## config.mk

```make
export PLATFORM = sky130hd
export DESIGN_NAME = adc_channel_scanner
export DESIGN_NICKNAME = d
export VERILOG_FILES = /design/src/rtl/adc_scan_pkg.sv /design/src/rtl/adc_avg_accum.sv /design/src/rtl/adc_channel_scanner.sv
export SDC_FILE = /design/constraint.sdc
export NUM_CORES = 1
export LEC_CHECK = 0
export ABC_AREA = 1
export ABC_CLOCK_PERIOD_IN_PS = 4720
export CAP_MARGIN = 20
export CORE_ASPECT_RATIO = 0.8
export CORE_UTILIZATION = 40
export CTS_BUF_LIST = sky130_fd_sc_hd__clkbuf_8
export CTS_CLUSTER_DIAMETER = 30
export DETAILED_ROUTE_END_ITERATION = 16
export DONT_BUFFER_PORTS = 1
export GPL_TIMING_DRIVEN = 0
export PLACE_DENSITY = 0.65
export SYNTH_ARGS = -nofsm -noshare
export SYNTH_HDL_FRONTEND = slang
export SYNTH_SLANG_ARGS = --single-unit
```

## constraint.sdc

```tcl
create_clock -name MAX10_CLK1_50 -period 4.72 [get_ports MAX10_CLK1_50]
set_input_delay 0.236 -clock MAX10_CLK1_50 [delete_from_list [all_inputs] [get_ports MAX10_CLK1_50]]
set_output_delay 0.236 -clock MAX10_CLK1_50 [all_outputs]
set_load 0.01 [all_outputs]
```

## src/rtl/adc_scan_pkg.sv

```systemverilog
// adc_scan_pkg: shared types and helpers for the ADC channel scanner.
//   scan_state_t : scanner FSM states
//   ADC_DATA_W   : width of one conversion result
//   ADC_CH_W     : width of an ADC channel number
//   ch_of()      : pick one slot's channel out of a packed channel map
package adc_scan_pkg;
  localparam int ADC_DATA_W = 12;
  localparam int ADC_CH_W   = 5;
  localparam int MAX_CH     = 8;

  typedef enum logic [2:0] {IDLE, CMD, WAIT, ACC, UPD} scan_state_t;

  // map is the channel list widened to the maximum slot count
  function automatic logic [ADC_CH_W-1:0] ch_of(input logic [MAX_CH*ADC_CH_W-1:0] map,
                                                input logic [2:0] idx);
    return map[int'(idx)*ADC_CH_W +: ADC_CH_W];
  endfunction
endpackage

```

## src/rtl/adc_avg_accum.sv

```systemverilog
// adc_avg_accum: sample accumulator and sample counter for one scan slot.
//   clk, rst : clock, async active-high reset
//   clear    : drop the accumulated sum and the sample count
//   add      : add data to the sum and count one more sample
//   data     : sample to add
//   done     : the sample being added now completes the 2^AVG_LOG2 set
//   avg      : average including the sample on data, truncated toward zero
module adc_avg_accum import adc_scan_pkg::*; #(
  parameter int AVG_LOG2 = 2
) (
  input  logic                  clk,
  input  logic                  rst,
  input  logic                  clear,
  input  logic                  add,
  input  logic [ADC_DATA_W-1:0] data,
  output logic                  done,
  output logic [ADC_DATA_W-1:0] avg
);
  localparam int AW = ADC_DATA_W + AVG_LOG2;

  logic [AW-1:0]     acc, sum;
  logic [AVG_LOG2:0] cnt;

  // avg looks at the sum including the current sample so the result can be
  // registered on the same edge that absorbs the last sample
  assign sum  = acc + AW'(data);
  assign avg  = sum[AW-1:AVG_LOG2];
  assign done = (cnt == (AVG_LOG2+1)'((1 << AVG_LOG2) - 1));

  always_ff @(posedge clk or posedge rst) begin
    if (rst) begin
      acc <= '0;
      cnt <= '0;
    end else if (clear) begin
      acc <= '0;
      cnt <= '0;
    end else if (add) begin
      acc <= sum;
      cnt <= cnt + 1'b1;
    end
  end
endmodule

```

## src/rtl/adc_channel_scanner.sv

```systemverilog
// adc_channel_scanner: round-robin scanner for the modular ADC command/response
// stream. Issues one command at a time, averages 2^AVG_LOG2 samples per slot,
// keeps one result per slot and flags wrong-channel responses and timeouts.
//   MAX10_CLK1_50, reset : clock, async active-high reset
//   enable               : run the scan
//   command_*            : command stream to the ADC
//   response_*           : response stream from the ADC
//   result_flat          : averaged result per slot, slot i at [12i+11:12i]
//   result_valid/idx     : one-cycle pulse and slot of a result update
//   err_mismatch/timeout : sticky error flags, cleared by err_clear
module adc_channel_scanner import adc_scan_pkg::*; #(
  parameter int                          NUM_CH   = 2,
  parameter logic [NUM_CH*ADC_CH_W-1:0] CH_MAP   = {5'd2, 5'd1},
  parameter int                          AVG_LOG2 = 2,
  parameter int                          TIMEOUT  = 1023
) (
  input  logic                         MAX10_CLK1_50,
  input  logic                         reset,
  input  logic                         enable,
  output logic                         command_valid,
  output logic [ADC_CH_W-1:0]          command_channel,
  output logic                         command_startofpacket,
  output logic                         command_endofpacket,
  input  logic                         command_ready,
  input  logic                         response_valid,
  input  logic [ADC_CH_W-1:0]          response_channel,
  input  logic [ADC_DATA_W-1:0]        response_data,
  output logic [NUM_CH*ADC_DATA_W-1:0] result_flat,
  output logic                         result_valid,
  output logic [2:0]                   result_idx,
  output logic                         err_mismatch,
  output logic                         err_timeout,
  input  logic                         err_clear
);
  localparam logic [MAX_CH*ADC_CH_W-1:0] MAP = (MAX_CH*ADC_CH_W)'(CH_MAP);

  scan_state_t                         state, nxt;
  logic [2:0]                          slot;
  logic [15:0]                         tcnt;
  logic [ADC_DATA_W-1:0]               rdata, avg;
  logic [NUM_CH-1:0][ADC_DATA_W-1:0]   res;
  logic                                hit, tmo, done, set_mm, set_to;

  assign command_channel       = ch_of(MAP, slot);
  assign command_startofpacket = 1'b1;
  assign command_endofpacket   = 1'b1;
  assign result_flat           = res;

  assign hit    = (state == WAIT) && response_valid && (response_channel == command_channel);
  assign tmo    = (state == WAIT) && (tcnt == 16'(TIMEOUT - 1));
  // anything other than the expected response counts as a mismatch
  assign set_mm = response_valid && !hit;
  // a response on the last allowed cycle still wins over the timeout
  assign set_to = tmo && !hit;

  adc_avg_accum #(.AVG_LOG2(AVG_LOG2)) u_acc (
    .clk   (MAX10_CLK1_50),
    .rst   (reset),
    .clear (state == UPD),
    .add   (state == ACC),
    .data  (rdata),
    .done  (done),
    .avg   (avg)
  );

  always_ff @(posedge MAX10_CLK1_50 or posedge reset) begin
    if (reset) state <= IDLE;
    else       state <= nxt;
  end

  always_comb begin
    nxt           = state;
    command_valid = 1'b0;
    case (state)
      IDLE: if (enable) nxt = CMD;
      CMD: begin
        // valid is gated by enable so a stop never leaves a pending handshake
        command_valid = enable;
        if (!enable)            nxt = IDLE;
        else if (command_ready) nxt = WAIT;
      end
      WAIT: begin
        if (hit)      nxt = ACC;
        else if (tmo) nxt = CMD;
      end
      ACC:     nxt = done ? UPD : (enable ? CMD : IDLE);
      UPD:     nxt = enable ? CMD : IDLE;
      default: nxt = IDLE;
    endcase
  end

  always_ff @(posedge MAX10_CLK1_50 or posedge reset) begin
    if (reset) begin
      slot         <= '0;
      tcnt         <= '0;
      rdata        <= '0;
      res          <= '0;
      result_valid <= 1'b0;
      result_idx   <= '0;
      err_mismatch <= 1'b0;
      err_timeout  <= 1'b0;
    end else begin
      if (state == CMD)       tcnt <= '0;
      else if (state == WAIT) tcnt <= tcnt + 16'd1;
      if (hit) rdata <= response_data;

      result_valid <= (state == ACC) && done;
      if ((state == ACC) && done) begin
        result_idx <= slot;
        for (int i = 0; i < NUM_CH; i++)
          if (slot == 3'(i)) res[i] <= avg;
      end
      if (state == UPD) slot <= (slot == 3'(NUM_CH - 1)) ? 3'd0 : slot + 3'd1;

      if (set_mm)         err_mismatch <= 1'b1;
      else if (err_clear) err_mismatch <= 1'b0;
      if (set_to)         err_timeout  <= 1'b1;
      else if (err_clear) err_timeout  <= 1'b0;
    end
  end
endmodule

```

==> run summary, run 1 <==
Synth Warn # - 0
CP endpoint - result_flat[18]$_DFFE_PP0P_
Placed cell area - 4630 sq um
R2R cell count - 9
Worst slew margin - 54.9%
Final Cell Area - 4920 sq um
Share of layout cells above drive strength 1 - 7.05%
First-pass GRT wire length - 17400 microns
Worst Path Buf+Inv - 0
Post-synthesis register bit count - 81
Diode count - 0
Setup tns final - 0 ps
Fmax - 497 MHz
CP max stage delay - 460 ps
# fillers - 1045
Fin crit share - 42.6%
Actual slew at the worst max-slew pin - 671 ps
Library cells used by synthesis - 32
CP Depth - 9
Worst VDD drop - 0.222 mV
DP Worst Slack - 2720 ps
Crit path cell chain - ha_1 > fa_1 > nand3_1 > nand2_1 > nand2_1 > nand2_1 > or2_2 > nand3_1 > nand2_1
Final setup fails - 0
# resized after CTS - 0
Status - complete, no violations
DPL Wire Length - 7620 microns
Final Non-Filler Cells - 750
Final ANT Viol Nets - 0
Number of antenna violations at the first check in global routing - 0
Maximum fanout along the worst path - 4
Most common cell type on the critical path - nand2_1
Fin nets - 645
Synth-to-Final Area Change - 11.3%
Cell family with most CP delay - simple AND/OR/NAND/NOR gates
Tot GR Track Use - 19.7%
WHS - 28.9 ps
Most frequent cells in the layout - 187 x nand2_1, 81 x inv_1, 81 x dfrtp_1
Worst path arrival time - 2260 ps
Final hold violations - 0
Core region area - 10500 sq um
Worst flop-to-flop path startpoint - rdata[0]$_DFFE_PP0P_
PD cells - 577 nW/um^2
Die area - 11500 sq um
CP endpoint kind - register
DIE WIDTH - 120 microns
Die Y - 96 microns
Hold Path Class - input port to register
Seq/Total Area, Yosys - 45.9%
Via-to-Cell Ratio - 4.97
CTS max path bufs - 2
Clk Latency, worst-skew pair - 370 ps
Post-Synthesis Cells - 587
CTS clk-pin slew, worst paths - 90 ps
Reg-to-reg slack, setup - 2710 ps
# IOs - 61
Startpoint types - register
Placer Congestion - 0.874
Residual DRC - 0
Port bufs - 0
Commonest non-fill, non-tap cell in the layout - nand2_1
Largest net degree at the start of global routing - 64
Final setup skew - 13.3 ps
Maxcap violations - 0
Cell count after placement - 731
Initial Utilization - 42.1%
1st-pass router iterations - 5
Avg Cell Area, Syn - 7.53 sq um
Via total after detailed routing - 3728
H-tree levels - 3
Iteration-0 DRC Markers - 249
Post-Syn Area - 4420 sq um
Root Driver - clkbuf_8
Final setup margin - 2710 ps
RSZ-0062 raised after global routing - false
Slowest-stage cell, CP - fa_1
RR Endpoint - result_flat[18]$_DFFE_PP0P_
Total grt overflow - 0
Setup Buffers After CTS - 0
Crit path launch - rdata[0]$_DFFE_PP0P_
Max-slew violations - 0
Setup CP Type - register to register
CTS Buf Count - 9
Period minus WS final - 2010 ps
Static Leak - 0.00262 uW
Vias in the first global route - 3604
Routed length per instance - 13.6 microns
Post-Route WL - 10200 microns
Number of clock sinks - 81
CTS tree - built
Req. time, crit path - 4970 ps
# rows - 33
==> through the flow <==
stage | power, uW | util (%)
4_1_cts | 2860 | 46.9
6_report | 2840 | 46.9
2_1_floorplan | 1930 | -
5_1_grt | 3090 | 46.9
3_5_place_dp | 2210 | 44.2
3_3_place_gp | 2180 | 43.9
==> repair_timing <==
item / CTS / global route
endpoints found under the setup margin: 0 / 0
hold endpoints to repair: 20 / 0
hold buffers: 3 / 0
==> final cells by class <==
type                            instances  area [sq um]  area share [%]
Sequential cell                        81          2030            41.2
Multi-Input combinational cell        409          2000            40.6
Inverter                               85           322            6.54
Tap cell                              140           175            3.56
Clock buffer                           11           151            3.08
Clock inverter                          5           103            2.09
Buffer                                 15          85.1            1.73
Timing Repair Buffer                    4          57.6            1.17
==> flip-flops by register name, indices dropped and copies added, names as in the netlist <==
| signal | cells |
|---|---|
| slot | 3 |
| result_flat | 24 |
| result_valid | 1 |
| err_mismatch | 1 |
| u_acc.acc | 14 |
| err_timeout | 1 |
| rdata | 12 |
| result_idx | 3 |
| u_acc.cnt | 3 |
| state | 3 |
| tcnt | 16 |
==> kinds of logic after synthesis <==
family | count (synthesis) | synth area share (%)
AND/OR/NAND/NOR | 326 | 31.6
XOR/XNOR | 6 | 1.19
buffers and inverters | 100 | 9.15
adder cells (fa/ha/maj) | 17 | 4.98
flip-flops | 81 | 45.9
AO/OA/AOI/OAI | 55 | 7.00
other | 2 | 0.170
==> how the worst min path moves through the flow <==
stage / slack, ps / startpoint / end / cells past startpoint
floorplan: 370 / response_valid / err_mismatch$_DFFE_PP0P_ / 1
global placement: 370 / response_valid / err_mismatch$_DFFE_PP0P_ / 1
detailed placement: 80 / reset / result_flat[17]$_DFFE_PP0P_ / 1
CTS: 10 / response_data[8] / rdata[8]$_DFFE_PP0P_ / 2
global route: 9 / response_data[8] / rdata[8]$_DFFE_PP0P_ / 2
finish: 30 / response_data[8] / rdata[8]$_DFFE_PP0P_ / 2
==> report_power, final <==
part / total [uW] / switching [uW] / internal, uW
sequential: 1040 / 167 / 871
clock: 632 / 253 / 379
combinational: 1170 / 769 / 399
==> cell usage after synthesis (all sizes together) <==
master	number	share of area, %
or2	3	0.42
clkbuf	4	0.34
a22o	7	1.4
nor3	13	1.8
nand3	50	5.9
dfrtp	81	46
nor2	56	5.0
ha	16	4.5
o221ai	1	0.20
o22ai	1	0.14
nor3b	1	0.17
buf	11	1.6
nand3b	2	0.34
fa	1	0.45
xnor2	1	0.20
xor2	5	0.99
o21bai	1	0.17
nand4	12	1.7
inv	85	7.2
conb	2	0.17
nand2	189	16
a21oi	27	3.1
o21ai	18	2.0
==> worst reg2reg max path, delay by kind of cell (launching register included) <==
kind,cells,cell delay [ps]
and+or+nand+nor,7,830
adders and majority gates,2,700
DFF,1,380
==> layer usage <==
layer	global-route usage, %	vias to the layer above	wire [microns]
met2	29.5	107	4300
li1	-	1883	-
met4	7.60	0	207
met3	5.92	15	722
met1	26.9	1723	5010
met5	0	-	0
Note: power is estimated with default switching activity, not from simulation.
==> inputs of run 2 (changes only) <==
--- a/config.mk
+++ b/config.mk
@@ -6,7 +6,7 @@
 export NUM_CORES = 1
 export LEC_CHECK = 0
 export ABC_AREA = 1
-export ABC_CLOCK_PERIOD_IN_PS = 4720
+export ABC_CLOCK_PERIOD_IN_PS = 2080
 export CAP_MARGIN = 20
 export CORE_ASPECT_RATIO = 0.8
 export CORE_UTILIZATION = 40
==> constraint.sdc (replaced) <==
create_clock -name MAX10_CLK1_50 -period 2.08 [get_ports MAX10_CLK1_50]
set_input_delay 0.104 -clock MAX10_CLK1_50 [delete_from_list [all_inputs] [get_ports MAX10_CLK1_50]]
set_output_delay 0.104 -clock MAX10_CLK1_50 [all_outputs]
set_load 0.01 [all_outputs]
==> run 2 against run 1 <==
  * Clock power increased by 120%
  * Via count increased by 0.16%
  * Global-route usage decreased by 0.46 points
  * Sequential share of layout area decreased by 1.1 points
  * Cell area increased by 2.7%
  * Final cell count increased by 1.7%
  * Flip-flop and latch count unchanged
  * Power increased by 130%
  * Non-clock buffer count increased by 14
  * Setup slack got worse by 2600 ps
  * Sequential power increased by 130%
  * Critical path type unchanged
==> run summary, run 2 (synthesis results as in run 1) <==
Status - complete, no violations
Fin crit share - 93.6%
Iteration-0 DRC Markers - 246
CTS max path bufs - 2
Final Non-Filler Cells - 763
Largest net degree at the start of global routing - 35
Clk Latency, worst-skew pair - 360 ps
Initial Utilization - 42.1%
Number of clock sinks - 81
H-tree levels - 3
Setup Buffers After CTS - 0
Worst slew margin - 49.4%
Share of layout cells above drive strength 1 - 7.54%
Diode count - 0
Vias in the first global route - 3531
Req. time, crit path - 2340 ps
Residual DRC - 0
DIE WIDTH - 120 microns
CTS clk-pin slew, worst paths - 80 ps
DPL Wire Length - 7770 microns
Reg-to-reg slack, setup - 130 ps
Most frequent cells in the layout - 187 x nand2_1, 81 x dfrtp_1, 80 x inv_1
Final setup fails - 0
Maxcap violations - 0
Area of the multi-input gates - 2000 sq um
# rows - 33
Core region area - 10500 sq um
Post-Route WL - 10200 microns
Static Leak - 0.00267 uW
Commonest non-fill, non-tap cell in the layout - nand2_1
Most common cell type on the critical path - nand2_1
First-pass GRT wire length - 17000 microns
Setup tns final - 0 ps
PD cells - 1270 nW/um^2
Synth-to-Final Area Change - 14.4%
Max reg flops - 24
Final hold violations - 0
Maximum fanout along the worst path - 4
Fmax - 513 MHz
Worst VDD drop - 0.540 mV
Routed length per instance - 13.3 microns
CP endpoint kind - register
Cell count after placement - 732
Total grt overflow - 0
Crit path cell chain - ha_1 > fa_2 > nand3_1 > nand2_1 > nand2_1 > nand2_1 > or2_2 > nand3_1 > nand2_1
Via total after detailed routing - 3734
Hold Path Class - input port to register
Port bufs - 0
FF/Latch Area - 2030 sq um
Number of antenna violations at the first check in global routing - 0
Die area - 11500 sq um
Setup CP Type - register to register
# IOs - 61
Placer Congestion - 0.918
# fillers - 1050
Final ANT Viol Nets - 0
Startpoint types - register
CTS Buf Count - 9
Tot GR Track Use - 19.3%
Root Driver - clkbuf_8
CP max stage delay - 390 ps
1st-pass router iterations - 5
Period minus WS final - 1950 ps
Via-to-Cell Ratio - 4.89
Overall Power - 6390 uW
Max-slew violations - 0
Actual slew at the worst max-slew pin - 758 ps
Final setup skew - 11.5 ps
Worst path arrival time - 2200 ps
RSZ-0062 raised after global routing - false
Fin nets - 659
Slowest-stage cell, CP - dfrtp_1
Die Y - 96 microns
CTS tree - built
-- run 2: cell count changes in the layout (fill, tap and decap cells not counted), sizes merged --
cell | previous run | this run
buf | 12 | 13
clkbuf | 15 | 13
clkinv | 1 | 2
clkinvlp | 0 | 2
dlygate4sd3 | 3 | 16
inv | 86 | 84
-- run 2: worst max-delay path, delay by kind of cell, from the launching register on --
family / cells / cell delay, ps
fa+ha+maj: 2 / 640
flops: 1 / 390
simple gates: 7 / 810
-- run 2: power by group --
| group | leakage (uW) | switching [uW] | internal, uW |
|---|---|---|---|
| logic | 0.00152 | 1750 | 927 |
| clock network | 0.000115 | 572 | 786 |
| registers | 0.00103 | 383 | 1980 |
-- run 2: final timing paths --
check | cells past startpoint | startpoint | end
hold reg to reg | 2 | u_acc.acc[11]$_DFFE_PP0P_ | u_acc.acc[11]$_DFFE_PP0P_
setup / recovery | 9 | rdata[0]$_DFFE_PP0P_ | result_flat[18]$_DFFE_PP0P_
min in group asynchronous | 2 | reset | u_acc.acc[5]$_DFFE_PP0P_
max in group asynchronous | 4 | reset | tcnt[3]$_DFFE_PP0P_
hold / removal | 3 | enable | state[0]$_DFFE_PP0P_
setup reg to reg | 9 | rdata[0]$_DFFE_PP0P_ | result_flat[18]$_DFFE_PP0P_
-- run 2: final cells by class --
class / count / share of cell area, %
buffer: 15 / 1.73
clock buffer: 9 / 2.45
clock inverter: 6 / 2.13
inverter: 85 / 6.39
multi-input combinational: 409 / 39.6
sequential: 81 / 40.1
tap: 140 / 3.47
timing repair buffer: 18 / 4.11
-- run 2: per-stage QoR --
step | util [%] | hold WS [ps] | area, sq um | setup slack [ps]
floorplan | - | 237 | 4430 | 270
global placement | 43.9 | 240 | 4610 | 107
detailed placement | 44.4 | 141 | 4660 | 76.2
CTS | 48.1 | 16.8 | 5050 | 59.3
global route | 48.2 | 59.4 | 5050 | 4.95
finish | 48.2 | 31.0 | 5050 | 132
-- run 2: per-layer routing --
layer  GRT usage, %  vias to the layer above  routed length, microns
met3           5.21                       12                     539
met5              0                        -                       0
met4           6.04                        0                     129
met2           29.2                       79                    4280
li1               -                     1907                       -
met1           26.8                     1736                    5210
-- run 2: repair_timing --
item                                    in CTS  in global routing
gates resized for setup                      0                  5
endpoints found under the hold margin       48                  0
endpoints found under the setup margin       0                 14
hold buffers                                16                  0
